[src/rtl/reg_writeback_ctrl.sv]
// Write-side master for a 32x32 register file: ALU/load arbitration, load formatting,
// and a pending-write scoreboard. Define WB_BYPASS_EN to forward Write_data to issue.
module reg_writeback_ctrl #(
    parameter int XLEN   = 32,
    parameter int ADDR_W = 5
) (
    input  logic                     clk,
    input  logic                     reset,
    input  logic                     issue_valid,
    input  logic [ADDR_W-1:0]        issue_rs1,
    input  logic [ADDR_W-1:0]        issue_rs2,
    input  logic [ADDR_W-1:0]        issue_rd,
    input  logic                     issue_wr,
    output logic                     issue_ready,
    input  logic                     alu_valid,
    input  logic [ADDR_W-1:0]        alu_rd,
    input  logic [XLEN-1:0]          alu_data,
    input  logic                     ld_valid,
    output logic                     ld_ready,
    input  logic [ADDR_W-1:0]        ld_rd,
    input  logic [2:0]               ld_funct3,
    input  logic [1:0]               ld_addr_lo,
    input  logic [XLEN-1:0]          ld_word,
    output logic                     RegWrite,
    output logic [ADDR_W-1:0]        Rd,
    output logic [XLEN-1:0]          Write_data,
    output logic [(2**ADDR_W)-1:0]   busy_vec,
    output logic                     fwd_rs1,
    output logic                     fwd_rs2
);

    localparam int NREG = 2 ** ADDR_W;

    logic [NREG-1:0]   busy_r;
    logic [NREG-1:0]   busy_next_s;
    logic [NREG-1:0]   clr_mask_s;
    logic [NREG-1:0]   set_mask_s;
    logic              ld_ready_s;
    logic              ld_fire_s;
    logic              accept_s;
    logic [ADDR_W-1:0] res_rd_s;
    logic [XLEN-1:0]   res_data_s;
    logic              set_en_s;
    logic              raw_s;
    logic              waw_s;
    logic              inflight_rs1_s;
    logic              inflight_rs2_s;
    logic              stall_fly_s;
    logic              issue_ready_s;
    logic              fwd_rs1_s;
    logic              fwd_rs2_s;

    // Shift the addressed byte/halfword down and extend it; reserved encodings behave as lw.
    function automatic logic [31:0] format_load(
        input logic [2:0]  funct3,
        input logic [1:0]  addr_lo,
        input logic [31:0] word
    );
        logic [7:0]  byte_s;
        logic [15:0] half_s;
        logic [31:0] res_s;
        case (addr_lo)
            2'd0:    byte_s = word[7:0];
            2'd1:    byte_s = word[15:8];
            2'd2:    byte_s = word[23:16];
            2'd3:    byte_s = word[31:24];
            default: byte_s = word[7:0];
        endcase
        half_s = addr_lo[1] ? word[31:16] : word[15:0];
        case (funct3)
            3'b000:  res_s = {{24{byte_s[7]}}, byte_s};
            3'b001:  res_s = {{16{half_s[15]}}, half_s};
            3'b100:  res_s = {24'd0, byte_s};
            3'b101:  res_s = {16'd0, half_s};
            default: res_s = word;
        endcase
        return res_s;
    endfunction

    // Write-port arbitration: the ALU has no back-pressure, so it always wins.
    always_comb begin
        ld_ready_s = 1'b0;
        ld_fire_s  = 1'b0;
        accept_s   = 1'b0;
        res_rd_s   = {ADDR_W{1'b0}};
        res_data_s = {XLEN{1'b0}};
        if (reset) begin
            ld_ready_s = 1'b0;
        end else begin
            ld_ready_s = ~alu_valid;
            ld_fire_s  = ld_valid & ld_ready_s;
            accept_s   = alu_valid | ld_fire_s;
            if (alu_valid) begin
                res_rd_s   = alu_rd;
                res_data_s = alu_data;
            end else begin
                res_rd_s   = ld_rd;
                res_data_s = format_load(ld_funct3, ld_addr_lo, ld_word);
            end
        end
    end

    // Hazard detection and optional forwarding of the write currently on the port.
    always_comb begin
        raw_s          = busy_r[issue_rs1] | busy_r[issue_rs2];
        waw_s          = issue_wr & busy_r[issue_rd];
        inflight_rs1_s = RegWrite && (Rd != {ADDR_W{1'b0}}) && (Rd == issue_rs1);
        inflight_rs2_s = RegWrite && (Rd != {ADDR_W{1'b0}}) && (Rd == issue_rs2);
`ifdef WB_BYPASS_EN
        stall_fly_s    = 1'b0;
        fwd_rs1_s      = inflight_rs1_s & ~reset;
        fwd_rs2_s      = inflight_rs2_s & ~reset;
`else
        stall_fly_s    = inflight_rs1_s | inflight_rs2_s;
        fwd_rs1_s      = 1'b0;
        fwd_rs2_s      = 1'b0;
`endif
        issue_ready_s  = ~reset & ~raw_s & ~waw_s & ~stall_fly_s;
    end

    // Scoreboard update: a set on the same index as a clear takes precedence.
    always_comb begin
        set_en_s    = issue_valid & issue_ready_s & issue_wr & (issue_rd != {ADDR_W{1'b0}});
        clr_mask_s  = accept_s ? ({{(NREG-1){1'b0}}, 1'b1} << res_rd_s) : {NREG{1'b0}};
        set_mask_s  = set_en_s ? ({{(NREG-1){1'b0}}, 1'b1} << issue_rd) : {NREG{1'b0}};
        busy_next_s = (busy_r & ~clr_mask_s) | set_mask_s;
        busy_next_s[0] = 1'b0;
    end

    // Registered write port and scoreboard state.
    always_ff @(posedge clk) begin
        if (reset) begin
            RegWrite   <= 1'b0;
            Rd         <= {ADDR_W{1'b0}};
            Write_data <= {XLEN{1'b0}};
            busy_r     <= {NREG{1'b0}};
        end else begin
            RegWrite <= accept_s && (res_rd_s != {ADDR_W{1'b0}});
            if (accept_s) begin
                Rd         <= res_rd_s;
                Write_data <= res_data_s;
            end
            busy_r <= busy_next_s;
        end
    end

    assign issue_ready = issue_ready_s;
    assign ld_ready    = ld_ready_s;
    assign busy_vec    = busy_r;
    assign fwd_rs1     = fwd_rs1_s;
    assign fwd_rs2     = fwd_rs2_s;

endmodule
[config.mk]
export PLATFORM = sky130hd
export DESIGN_NAME = reg_writeback_ctrl
export DESIGN_NICKNAME = d
export VERILOG_FILES = /design/src/rtl/reg_writeback_ctrl.sv
export SDC_FILE = /design/constraint.sdc
export NUM_CORES = 1
export LEC_CHECK = 0
export CAP_MARGIN = 20
export CORE_MARGIN = 4
export CORE_UTILIZATION = 35
export CTS_BUF_LIST = sky130_fd_sc_hd__clkbuf_16
export CTS_CLUSTER_SIZE = 25
export DETAILED_ROUTE_END_ITERATION = 16
export GPL_TIMING_DRIVEN = 0
export PLACE_DENSITY = 0.65
export SLEW_MARGIN = 10
export SYNTH_ARGS = -nofsm -noshare
export SYNTH_HDL_FRONTEND = slang
export SYNTH_SLANG_ARGS = --single-unit
[constraint.sdc]
create_clock -name clk -period 4 [get_ports clk]
set_clock_uncertainty 0.2 [all_clocks]
set_input_delay 0.8 -clock clk [delete_from_list [all_inputs] [get_ports clk]]
set_output_delay 0.8 -clock clk [all_outputs]
set_load 0.05 [all_outputs]
# --- Yosys cells after proc, flatten, opt, wreduce, memory -nomap -nowiden ---
# Cells that the tools add are included.
word_totals:
  inputBits: 100
  output_inout_bits: 74
  ff_bits: 70
  word_cells: 62
op_classes:
  reduce_logical: 9
  magnitude_cmp: 3
  n_shift: 2
  n_eq_ne: 8
  bitwise_logic: 19
  mux: 16
ops:
  columns: ["operator", "count"]
  rows:
  - ["$pmux W32 S4", 1]
  - ["$mux W32", 3]
  - ["$shl A1 B5 Y32 const A", 2]
  - ["$and A32 B32 Y32", 1]
  - ["$not A32 Y32", 1]
  - ["$or A32 B32 Y32", 1]
  - ["$pmux W8 S4", 1]
  - ["$lt A5 B6 Y1 const B", 3]
  - ["$mux W16", 1]
  - ["$bmux W1 S5", 3]
  - ["$reduce_bool A5 Y1", 3]
  - ["$eq A5 B5 Y1", 2]
  - ["$mux W5", 2]
  - ["$and A1 B1 Y1", 8]
  - ["$eq A3 B3 Y1 const B", 2]
  - ["$mux W1", 5]
  - ["$not A1 Y1", 5]
  - ["$eq A2 B2 Y1 const B", 2]
  - ["$logic_and A1 B1 Y1", 4]
  - ["$eq A3 B1 Y1 const B", 1]
  - ["$logic_not A3 Y1", 1]
  - ["$or A1 B1 Y1", 3]
  - ["$eq A2 B1 Y1 const B", 1]
  - ["$logic_not A2 Y1", 1]

# --- Longest topological paths before layout ---
depth:
  ltp_word: 12
  ltp_mapped: 9
  ltp_nobuf: 6

# --- Worst setup path after synthesis ---
# No wires, ideal clock.
synth_timing:
  path_kind: "input to output"
  start: "input port issue_rd[1]"
  end: "output port issue_ready"
  arrival_time_ps: 2825
  required_time_ps: 3000
  slack_ps: 175
  path_buffers: 3
  cell_stages: 9
  path_cell_list: "buf_6 -> buf_6 -> mux2i_1 -> a22oi_1 -> and3_1 -> o41ai_1 -> nand2_1 -> buf_2 -> nor2_1"
synth_via:
  elab_chain_cells: 6
synth_lines:
  columns: ["element", "line", "source"]
  rows:
  - ["start: declaration", "12", "input logic [ADDR_W-1:0] issue_rd,"]
  - ["$bmux W1 S5", "106", "waw_s = issue_wr & busy_r[issue_rd];"]
  - ["$mux W1 (implied by the code)", "106", null]
  - ["$and A1 B1 Y1", "106", null]
  - ["$not A1 Y1", "118", "issue_ready_s = ~reset & ~raw_s & ~waw_s & ~stall_fly_s;"]
  - ["$and A1 B1 Y1 (2 in series)", "118", null]
  - ["end: declaration", "14", "output logic issue_ready,"]
# Every way passes these cells. The select of a mux whose other input is x is not followed.

# --- Worst setup path in the final report ---
layout_timing:
  start: "input port issue_rs1[0]"
  end: "output port issue_ready"
layout_via:
  elab_chain_cells: 7
  word_cells_on_any_way: 11
  cone_classes: "eq/ne: 1; mux: 2; bitwise: 7; reduce/logical: 1"
layout_lines:
  columns: ["element", "line", "source"]
  rows:
  - ["start: declaration", "10", "input logic [ADDR_W-1:0] issue_rs1,"]
  - ["$bmux W1 S5", "105", "raw_s = busy_r[issue_rs1] | busy_r[issue_rs2];"]
  - ["$mux W1 (implied by the code)", "105", null]
  - ["$or A1 B1 Y1", "105", null]
  - ["$not A1 Y1", "118", null]
  - ["$and A1 B1 Y1 (2 in series)", "118", null]
  - ["$and A1 B1 Y1 *", "118", null]
# Every way passes the cells marked *; elsewhere a longest branch is shown, timed or not. The select of a mux whose other input is x is not followed.

==> run metrics <==
worst path cell trace clkdlybuf4s50_1 > mux4_2 > o32a_1 > nand4_1 > buf_4 > buf_2 > nor2_2 > buf_6; H-tree depth 3; setup slack after placement -0.879 ns; fill count 1285; largest net degree at the start of global routing 13; Cell variety after synth 52; FMAX 0.257 GHz; CP delay by family, top buffers and inverters; DR WL/cell between 15 and 20 um; Final Critical Period ~3.9 ns; GRT Residual Overflow 0; Iteration-0 DRC Markers between 400 and 500; Skew-Pair Late Insertion Delay around 0.33 ns; predominant post-synthesis flop cell dfxtp_1; Critical Path Start Type input pin; CTS max path bufs 2; WP data required 3.00 ns; Peak VDD IR 153 uV; Worst-path clk slew 0.06 ns; Crit. End Element output pin; Seq/Total Area, Yosys 0.280; Final WS setup 0.111 ns; hold depth 2; Final Non-Filler Cells 988; global placer's final weighted congestion 0.921; Layout area overhead 44.3%; Leakage 2.70 nW; Site Rows 43; die area 0.0161 sq mm; post-route fraction of the period consumed by the critical path 0.972; max incr delay on CP approximately 0.65 ns; DRC violations left 0; core area 0.0138 sq mm; pwr dens 297 mW/mm^2; HPWL after DPL 15400 um; CP arrival a little under 3 ns; fin. max-slew vios 0; Levels on crit path 8; Total Wirelength 19400 um; fin nets 903; Mapped Area 0.00493 sq mm; number of synthesized register bits 69; Vias/cell 5.63; CTS tree yes; initial antenna violation count 0; Syn Inst Count 626; Fin. Hold Viols 0; io pins 174; # setup viols final 0; Starting Density 0.357; RSZ-0062 raised after global routing false; Slew headroom 0.457; outcome complete, no violations; worst slew pin tran 0.807 ns; CTS root buf clkbuf_16; Max Cap Viol 0; vias in the first global route ~5600; Routed Antenna Nets 0; ys async rst share 0; I/O Buffers 161; Pre-Repair DR Iteration Count 7; reg2reg path depth 8; placed cells 969; Buffers & Inverters on Critical Path 4; via count 5559; die height around 130 um; Overall Global Routing Usage 0.237; Hold Path Class reg -> reg; first-pass GRT wire length 30800 um; Die X 127 um; layout cell share with drive strength beyond 1 0.0965; Sink Count 69; Crit Path Class in -> out; Slowest-stage cell, CP clkdlybuf4s50_1; Crit Path Max Fanout 10; Post-synth EDFFs 0; Ys Warns 0; n_diodes 0; CTS buffer count 9; Avg Cell Area, Syn 7.88 sq um
metrics by stage:
step | instance area (sq um) | util | hold slack [ns] | TNS, ns | total power, mW
6_report | 7120 | 0.515 | 0.256 | 0 | 2.11
5_1_grt | 7120 | 0.515 | 0.275 | 0 | 2.20
4_1_cts | 7100 | 0.513 | 0.257 | 0 | 2.11
3_5_place_dp | 6780 | 0.490 | 0.249 | -1.37 | 1.33
3_3_place_gp | 6780 | 0.490 | 0.246 | -1.32 | 1.32
2_1_floorplan | 4940 | - | 0.475 | 0 | 1.09
routing by layer:
| metal | vias to the layer above | GRT usage | wire [um] |
|---|---|---|---|
| met5 | - | 0 | 0 |
| met4 | 0 | 0.0789 | 570 |
| met3 | 44 | 0.0463 | 1570 |
| met2 | 270 | 0.394 | 9040 |
| met1 | 2621 | 0.310 | 8220 |
| li1 | 2624 | - | - |
registers in the layout, summed over array words and instances, names as in the netlist:
signal,count
Write_data,32
busy_vec,31
Rd,5
RegWrite,1
tightest hold or removal path: stages (launching register included):
cell	delay, ns
dfxtp_1	0.31
nand2_1	0.05
a21oi_1	0.05
where the power goes:
group,leakage (nW),internal (mW),switching [mW],total (mW)
Clock,0.143,0.479,0.310,0.789
Sequential,0.565,0.717,0.0223,0.739
Combinational,1.99,0.241,0.344,0.585
Total,2.70,1.44,0.676,2.11
layout by cell type, fill, tap and decap left out, types with 5 or more instances in the layout:
cell type and instances:
a211oi_1 9, a21oi_1 42, a22oi_1 14, and2_1 22, buf_2 8, buf_4 7, clkbuf_1 28, clkbuf_16 9
clkdlybuf4s50_1 157, dfxtp_1 69, inv_1 12, mux2_2 7, mux2i_1 43, mux4_2 12, nand2_1 116, nand2b_1 6
nand3_1 6, nand3b_1 37, nor2_1 37, nor2b_1 10, nor3_1 13, o21ai_0 38, o41ai_1 23, o41ai_2 8
or3b_2 5, xor2_1 10
final timing paths:
kind / start / end / slack [ns]
max: issue_rs1[0] / issue_ready / 0.11
min: Write_data[26] / Write_data[26] / 0.26
max reg2reg: busy_vec[18] / busy_vec[5] / 1.45
min reg2reg: Write_data[26] / Write_data[26] / 0.26
cells by family after synthesis:
group	after synthesis	share of synthesized area
buffers and inverters	63	0.0576
other	1	0.000760
AOI/OAI and AO/OA	152	0.214
muxes	62	0.158
DFF	69	0.280
xor gates and xnor gates	10	0.0178
and+or+nand+nor	269	0.272
cell type report:
type,count,area (sq um),area share
Timing Repair Buffer,164,1640,0.230
Sequential cell,69,1380,0.194
Multi-Input combinational cell,496,3290,0.462
Buffer,52,251,0.0353
Clock inverter,7,67.6,0.00949
Clock buffer,9,225,0.0316
Tap cell,180,225,0.0316
Inverter,11,41.3,0.00580
timing repair:
| action | CTS | global route |
|---|---|---|
| setup buffers | 1 | 2 |
| hold buffers | 0 | 0 |
| hold endpoints to repair | 0 | 0 |
| endpoints found under the setup margin | 2 | 1 |
| pin swaps | 2 | 1 |
| gates resized for setup | 20 | 2 |
cell usage after synthesis (all sizes together), types with 2 or more instances:
master / instances / area share
nand2: 116 / 0.088
dfxtp: 69 / 0.28
mux2i: 43 / 0.087
a21oi: 42 / 0.043
o21ai: 40 / 0.041
nor2: 39 / 0.030
nand3b: 37 / 0.056
clkbuf: 32 / 0.024
o41ai: 31 / 0.067
and2: 23 / 0.029
buf: 20 / 0.025
a22oi: 14 / 0.021
nor3: 13 / 0.013
mux4: 12 / 0.055
inv: 11 / 0.0084
nor2b: 11 / 0.014
a211oi: 10 / 0.016
xor2: 10 / 0.018
mux2: 7 / 0.016
nand2b: 6 / 0.0076
nand3: 6 / 0.0061
or3b: 5 / 0.0089
and3: 3 / 0.0038
nand4b: 2 / 0.0036
o31ai: 2 / 0.0030
or3: 2 / 0.0025
Power figures use the tool's default switching activity.
